### config.mk
export PLATFORM = sky130hd
export DESIGN_NAME = mem_arbiter
export DESIGN_NICKNAME = d
export VERILOG_FILES = /design/src/rtl/mem_arbiter.sv
export SDC_FILE = /design/constraint.sdc
export NUM_CORES = 1
export LEC_CHECK = 0
export BUFFER_PORTS_ARGS = -buffer_cell sky130_fd_sc_hd__buf_2
export CORE_MARGIN = 1
export CORE_UTILIZATION = 49
export DETAILED_ROUTE_END_ITERATION = 8
export GPL_ROUTABILITY_DRIVEN = 0
export PLACE_DENSITY = 0.85
export SYNTH_ARGS = -nofsm -noshare
export SYNTH_HDL_FRONTEND = slang
export SYNTH_SLANG_ARGS = --single-unit
### constraint.sdc
create_clock -name clk -period 2.77 [get_ports clk]
set_input_delay 0.277 -clock clk [delete_from_list [all_inputs] [get_ports clk]]
set_output_delay 0.277 -clock clk [all_outputs]
set_load 0.01 [all_outputs]
### src/rtl/mem_arbiter.sv
// mem_arbiter: two-port (fetch/data) arbiter onto a single memory port with d-priority and a starvation bound for i.
module mem_arbiter #(
  parameter int STARVE_LIMIT = 2
) (
  input  logic        clk,
  input  logic        reset,
  input  logic        i_req,
  input  logic [31:0] i_addr,
  output logic [31:0] i_rdata,
  output logic        i_ready,
  input  logic        d_req,
  input  logic        d_we,
  input  logic [31:0] d_addr,
  input  logic [31:0] d_wdata,
  input  logic [3:0]  d_be,
  output logic [31:0] d_rdata,
  output logic        d_ready,
  output logic        m_req,
  output logic        m_we,
  output logic [31:0] m_addr,
  output logic [31:0] m_wdata,
  output logic [3:0]  m_be,
  input  logic [31:0] m_rdata,
  input  logic        m_ready
);
  localparam int SW = (STARVE_LIMIT > 0) ? $clog2(STARVE_LIMIT + 1) : 1;
  typedef enum logic [1:0] {IDLE, BUSY_I, BUSY_D, DONE} state_t;
  state_t state;
  logic [SW-1:0] streak;
  logic grant_i, grant_d;
  always_comb begin
    grant_i = i_req && (!d_req || streak == SW'(STARVE_LIMIT));
    grant_d = d_req && !grant_i;
  end
  // streak cannot overflow: at the limit the i side wins, which clears it
  always_ff @(posedge clk) begin
    if (!reset) begin
      state   <= IDLE;
      streak  <= '0;
      m_req   <= 1'b0;
      m_we    <= 1'b0;
      m_addr  <= '0;
      m_wdata <= '0;
      m_be    <= '0;
      i_ready <= 1'b0;
      d_ready <= 1'b0;
      i_rdata <= '0;
      d_rdata <= '0;
    end else begin
      case (state)
        IDLE: begin
          if (grant_i) begin
            state   <= BUSY_I;
            streak  <= '0;
            m_req   <= 1'b1;
            m_we    <= 1'b0;
            m_addr  <= i_addr;
            m_wdata <= '0;
            m_be    <= 4'hF;
          end else if (grant_d) begin
            state   <= BUSY_D;
            streak  <= i_req ? streak + 1'b1 : '0;
            m_req   <= 1'b1;
            m_we    <= d_we;
            m_addr  <= d_addr;
            m_wdata <= d_wdata;
            m_be    <= d_be;
          end
        end
        BUSY_I: begin
          if (m_ready) begin
            state   <= DONE;
            m_req   <= 1'b0;
            i_rdata <= m_rdata;
            i_ready <= 1'b1;
          end
        end
        BUSY_D: begin
          if (m_ready) begin
            state   <= DONE;
            m_req   <= 1'b0;
            d_rdata <= m_rdata;
            d_ready <= 1'b1;
          end
        end
        default: begin
          state   <= IDLE;
          i_ready <= 1'b0;
          d_ready <= 1'b0;
        end
      endcase
    end
  end
endmodule
==> results <==
- The flow ran to the end, and the final reports show no timing, DRC or antenna violations.
- The via count of the first global-routing pass is 5283.
- Across all layers, the routed design uses 5667 vias.
- The post-route clock skew is 9.52 ps.
- The portion of the post-synthesis area used by sequential elements is 52.0%.
- In the final design database the tool counted 1041 nets.
- The fraction of layout cells with a size suffix above 1 is 35.1%.
- The initialized floorplan defines 37 standard-cell rows.
- The count of maximum capacitance violations is 0.
- The number of nets in the synthesized netlist is 753.
- The cell count after synthesis came out at 610.
- The die covers 11400 um2.
- The HPWL after detailed placement is 10300 um.
- The number of antenna violations at the first check in global routing was 0.
- For this run, the share of the core covered by cells in the final layout is 73.5%.
- During synthesis, Yosys emitted a total of 0 warnings.
- The worst setup path is captured at a flop.
- Subtracting the final worst setup slack from the clock period gives 2260 ps.
- The all-layer global routing usage is 29.5%.
- The number of setup violations in the final report is 0.
- The core region is 10500 um2.
- The clock-pin slew on the worst setup and hold paths is 70 ps.
- The signal on the critical path passes through inv_1 -> ha_1 -> o21ai_4 -> and2_1 -> a22o_1.
- The worst hold-check path type is in -> reg.
- In this run the cell area of the synthesized design comes to 5390 um2.
- By area the synthesized netlist is led by sky130_fd_sc_hd__dfxtp_1, sky130_fd_sc_hd__nand2_1, sky130_fd_sc_hd__a21boi_0.
- The largest total area in the synthesized netlist belongs to sky130_fd_sc_hd__dfxtp_1.
- Input and output buffers added on the ports amount to 273.
- After detailed routing, the total wire length is 16900 um.
- In this run the remaining antenna-violating nets after routing total 0.
- Of the available clock period, the critical path in the final layout requires 81.5%.
- The number of failing hold endpoints at the final stage is 0.
- CTS placed an instance of sky130_fd_sc_hd__clkbuf_8 at the clock tree root.
- The worst setup path is launched from a flop.
- Entering global routing, the biggest net connects 63 pins.
- Setup repair after global routing left no endpoint under its margin.
- In this run the number of H-tree levels came out at 4.
- TritonCTS built the clock tree.
- Once the clock tree was built, the resizer swapped 0 gates to a different size.
- For this run, the detailed router's first-pass iteration total came to 5.
- Along the worst path, the maximum fanout reaches 33.
- The clock network is responsible for 33.3% of the overall power.
- The synthesis-stage register bit count is 140.
- The top-level port count is 274.
- Relative to the synthesized area, the layout overhead comes to 43.4%.
- Headroom to the max-slew limit came out at 22.2%.
- The dominant synthesized flop cell is sky130_fd_sc_hd__dfxtp_1.
- The most used standard cell by instance count after synthesis is sky130_fd_sc_hd__dfxtp_1.
- For the worst setup path, the data required time is 3200 ps.
- In this run, flip-flops and latches consume 39.4% of the power.
- Setup total negative slack on the finished layout was measured at 0 ps.
- The combinational fraction of design power is 27.3%.
- The count of cell types in the netlist is 31.
- In this run the vertical extent of the chip is 107 um.
- For the pin with the worst max-slew slack, the measured transition is 1170 ps.
- The longest clock path from root to sink contains 2 buffers.
- The switching share of power is 32.9%.
- The clock sink count is 140.
- The start-to-end type of the worst setup path is reg -> reg.
- The number of buffers added by the clock tree synthesis step is 17.
- The number of enable-type register cells in the synthesized netlist is 0.
- The internal portion of the total power is 4490 uW.
- The overall overflow remaining after global route is 0.
- Overall power consumption after layout is estimated at 6690 uW.
- The worst supply voltage drop on vdd is 0.000458 V.
- The mean routed wirelength per cell is 16.2 um.
- The starting density of the core is 51.3%.
- The DRC violations left is 0.
- The DRC marker count from the first detailed-route iteration is 533.
- The max-slew violation count is 0.
- For this run, asynchronously set or reset flops after synthesis account for 0%.
- The first global-routing pass estimated 26500 um of wire.
- After synthesis, the largest area contributor takes up 52.0% of total cell area.
- In this run the static leakage power is 0.00356 uW.
- The clock latency of the later-clocked register in the worst-skew pair is 500 ps.
- Averaged over all synthesized cells, the footprint is 8.83 um2.
- The width of the die is 107 um.
- Data on the critical path arrives at its endpoint at 2690 ps.
- The largest single stage delay on the critical path is 920 ps.
- Dividing total power by cell area gives a power density of 866 nW/um2.
- The achievable clock frequency is 443 MHz.
- The diode insertion count for antenna repair is 0.
- In this run the power spent charging and discharging nets is 2200 uW.
- After detailed routing, the number of vias per cell comes to 5.41.
- The cell at the slowest stage of the critical path is sky130_fd_sc_hd__and2_1.
- Sorting the synthesized cells by how often they occur yields sky130_fd_sc_hd__dfxtp_1, sky130_fd_sc_hd__nand2_1, sky130_fd_sc_hd__o21ai_0.
-- final timing paths --
check	slack, ps	cells after the start	startpoint	to
worst min register to register	450	2	d_rdata[17]$_SDFFE_PN0P_	d_rdata[17]$_SDFFE_PN0P_
worst max register to register	510	5	state[0]$_SDFFE_PN0P_	m_wdata[11]$_SDFFE_PN0P_
worst min-delay path	30	3	m_rdata[18]	d_rdata[18]$_SDFFE_PN0P_
worst max-delay path	510	5	state[0]$_SDFFE_PN0P_	m_wdata[11]$_SDFFE_PN0P_
-- power by group through the flow --
stage	logic [uW]	registers [uW]	clock network [uW]
after global placement	1730	2640	0
after detailed placement	1760	2650	0
after global routing	2010	2680	2360
after CTS	1810	2620	2250
final	1830	2630	2230
after floorplan	871	2850	0
-- critical path, delay by kind of cell (launching register included) --
family	cells	cell delay, ps
compound gates	2	440
flops	1	390
simple gates	1	920
buf+inv	1	90
fa+ha+maj	1	340
-- flip-flops by register name, indices dropped and copies added (netlist names) --
signal / cells
m_be: 4
streak: 2
d_rdata: 32
m_we: 1
state: 2
d_ready: 1
m_addr: 32
i_rdata: 32
i_ready: 1
m_wdata: 32
m_req: 1
-- metrics by stage --
stage / area (um2) / hold WS (ps) / std cells / worst slack, ps
floorplan: 5390 / 402 / 610 / 1280
global placement: 6750 / 439 / 976 / 655
detailed placement: 6750 / 444 / 976 / 608
CTS: 7720 / 0.247 / 1047 / 570
global route: 7720 / 12.2 / 1047 / 345
finish: 7720 / 26.2 / 1047 / 512
-- layout make-up --
cell class,count,area [um2]
tap,136,170
fill,760,2780
clock buffer,18,428
sequential,140,2800
timing repair buffer,325,1850
clock inverter,14,156
multi-input combinational,409,2290
inverter,5,18.8
-- cells in the final DEF (no fill, tap or decap) --
master,Yosys,routed
sky130_fd_sc_hd__clkinv_4,0,3
sky130_fd_sc_hd__o21ai_4,1,1
sky130_fd_sc_hd__clkbuf_8,0,2
sky130_fd_sc_hd__or3_1,2,2
sky130_fd_sc_hd__a22o_1,33,33
sky130_fd_sc_hd__nor2_1,5,5
sky130_fd_sc_hd__buf_4,2,13
sky130_fd_sc_hd__dfxtp_1,140,140
sky130_fd_sc_hd__a21oi_1,42,42
sky130_fd_sc_hd__dlygate4sd3_1,0,39
sky130_fd_sc_hd__clkbuf_16,0,16
sky130_fd_sc_hd__inv_6,0,6
sky130_fd_sc_hd__a21boi_0,52,52
sky130_fd_sc_hd__a21oi_2,1,1
sky130_fd_sc_hd__nand3_1,1,1
sky130_fd_sc_hd__o211ai_1,2,2
sky130_fd_sc_hd__o41ai_1,2,2
sky130_fd_sc_hd__clkinvlp_4,0,1
sky130_fd_sc_hd__buf_2,19,273
sky130_fd_sc_hd__nor3_1,1,1
sky130_fd_sc_hd__clkinv_2,0,2
sky130_fd_sc_hd__o21bai_1,1,1
sky130_fd_sc_hd__inv_1,5,5
sky130_fd_sc_hd__o311ai_0,1,1
sky130_fd_sc_hd__a31oi_1,33,33
sky130_fd_sc_hd__bufinv_16,0,2
sky130_fd_sc_hd__ha_1,5,5
sky130_fd_sc_hd__and2_1,3,3
sky130_fd_sc_hd__and2b_1,1,1
sky130_fd_sc_hd__o21a_1,1,1
sky130_fd_sc_hd__o31ai_1,1,1
sky130_fd_sc_hd__nor2b_1,1,1
sky130_fd_sc_hd__o21ai_0,69,69
sky130_fd_sc_hd__nor3b_1,1,1
sky130_fd_sc_hd__nand2b_1,2,2
sky130_fd_sc_hd__a21boi_1,14,14
sky130_fd_sc_hd__nand2_1,134,134
-- repair_timing --
action | in CTS | in global routing
hold buffers | 39 | 0
setup buffers | 0 | 0
hold endpoints to repair | 40 | 0
-- cells by family after synthesis --
group	share of synthesized area, %
AOI/OAI and AO/OA	30.4
DFF	52.0
adders and majority gates	1.16
buffers and inverters	5.39
and+or+nand+nor	11.1
-- metal layers --
layer	part of all wire [%]	wire length, um	up-vias	GRT usage [%]
li1	-	-	2706	-
met1	40	6730	2632	34.3
met2	50	8420	290	50.5
met3	7.5	1270	39	8.27
met4	3.1	518	0	12.9
met5	0	0	-	0
Note: power is estimated with default switching activity, not from simulation.
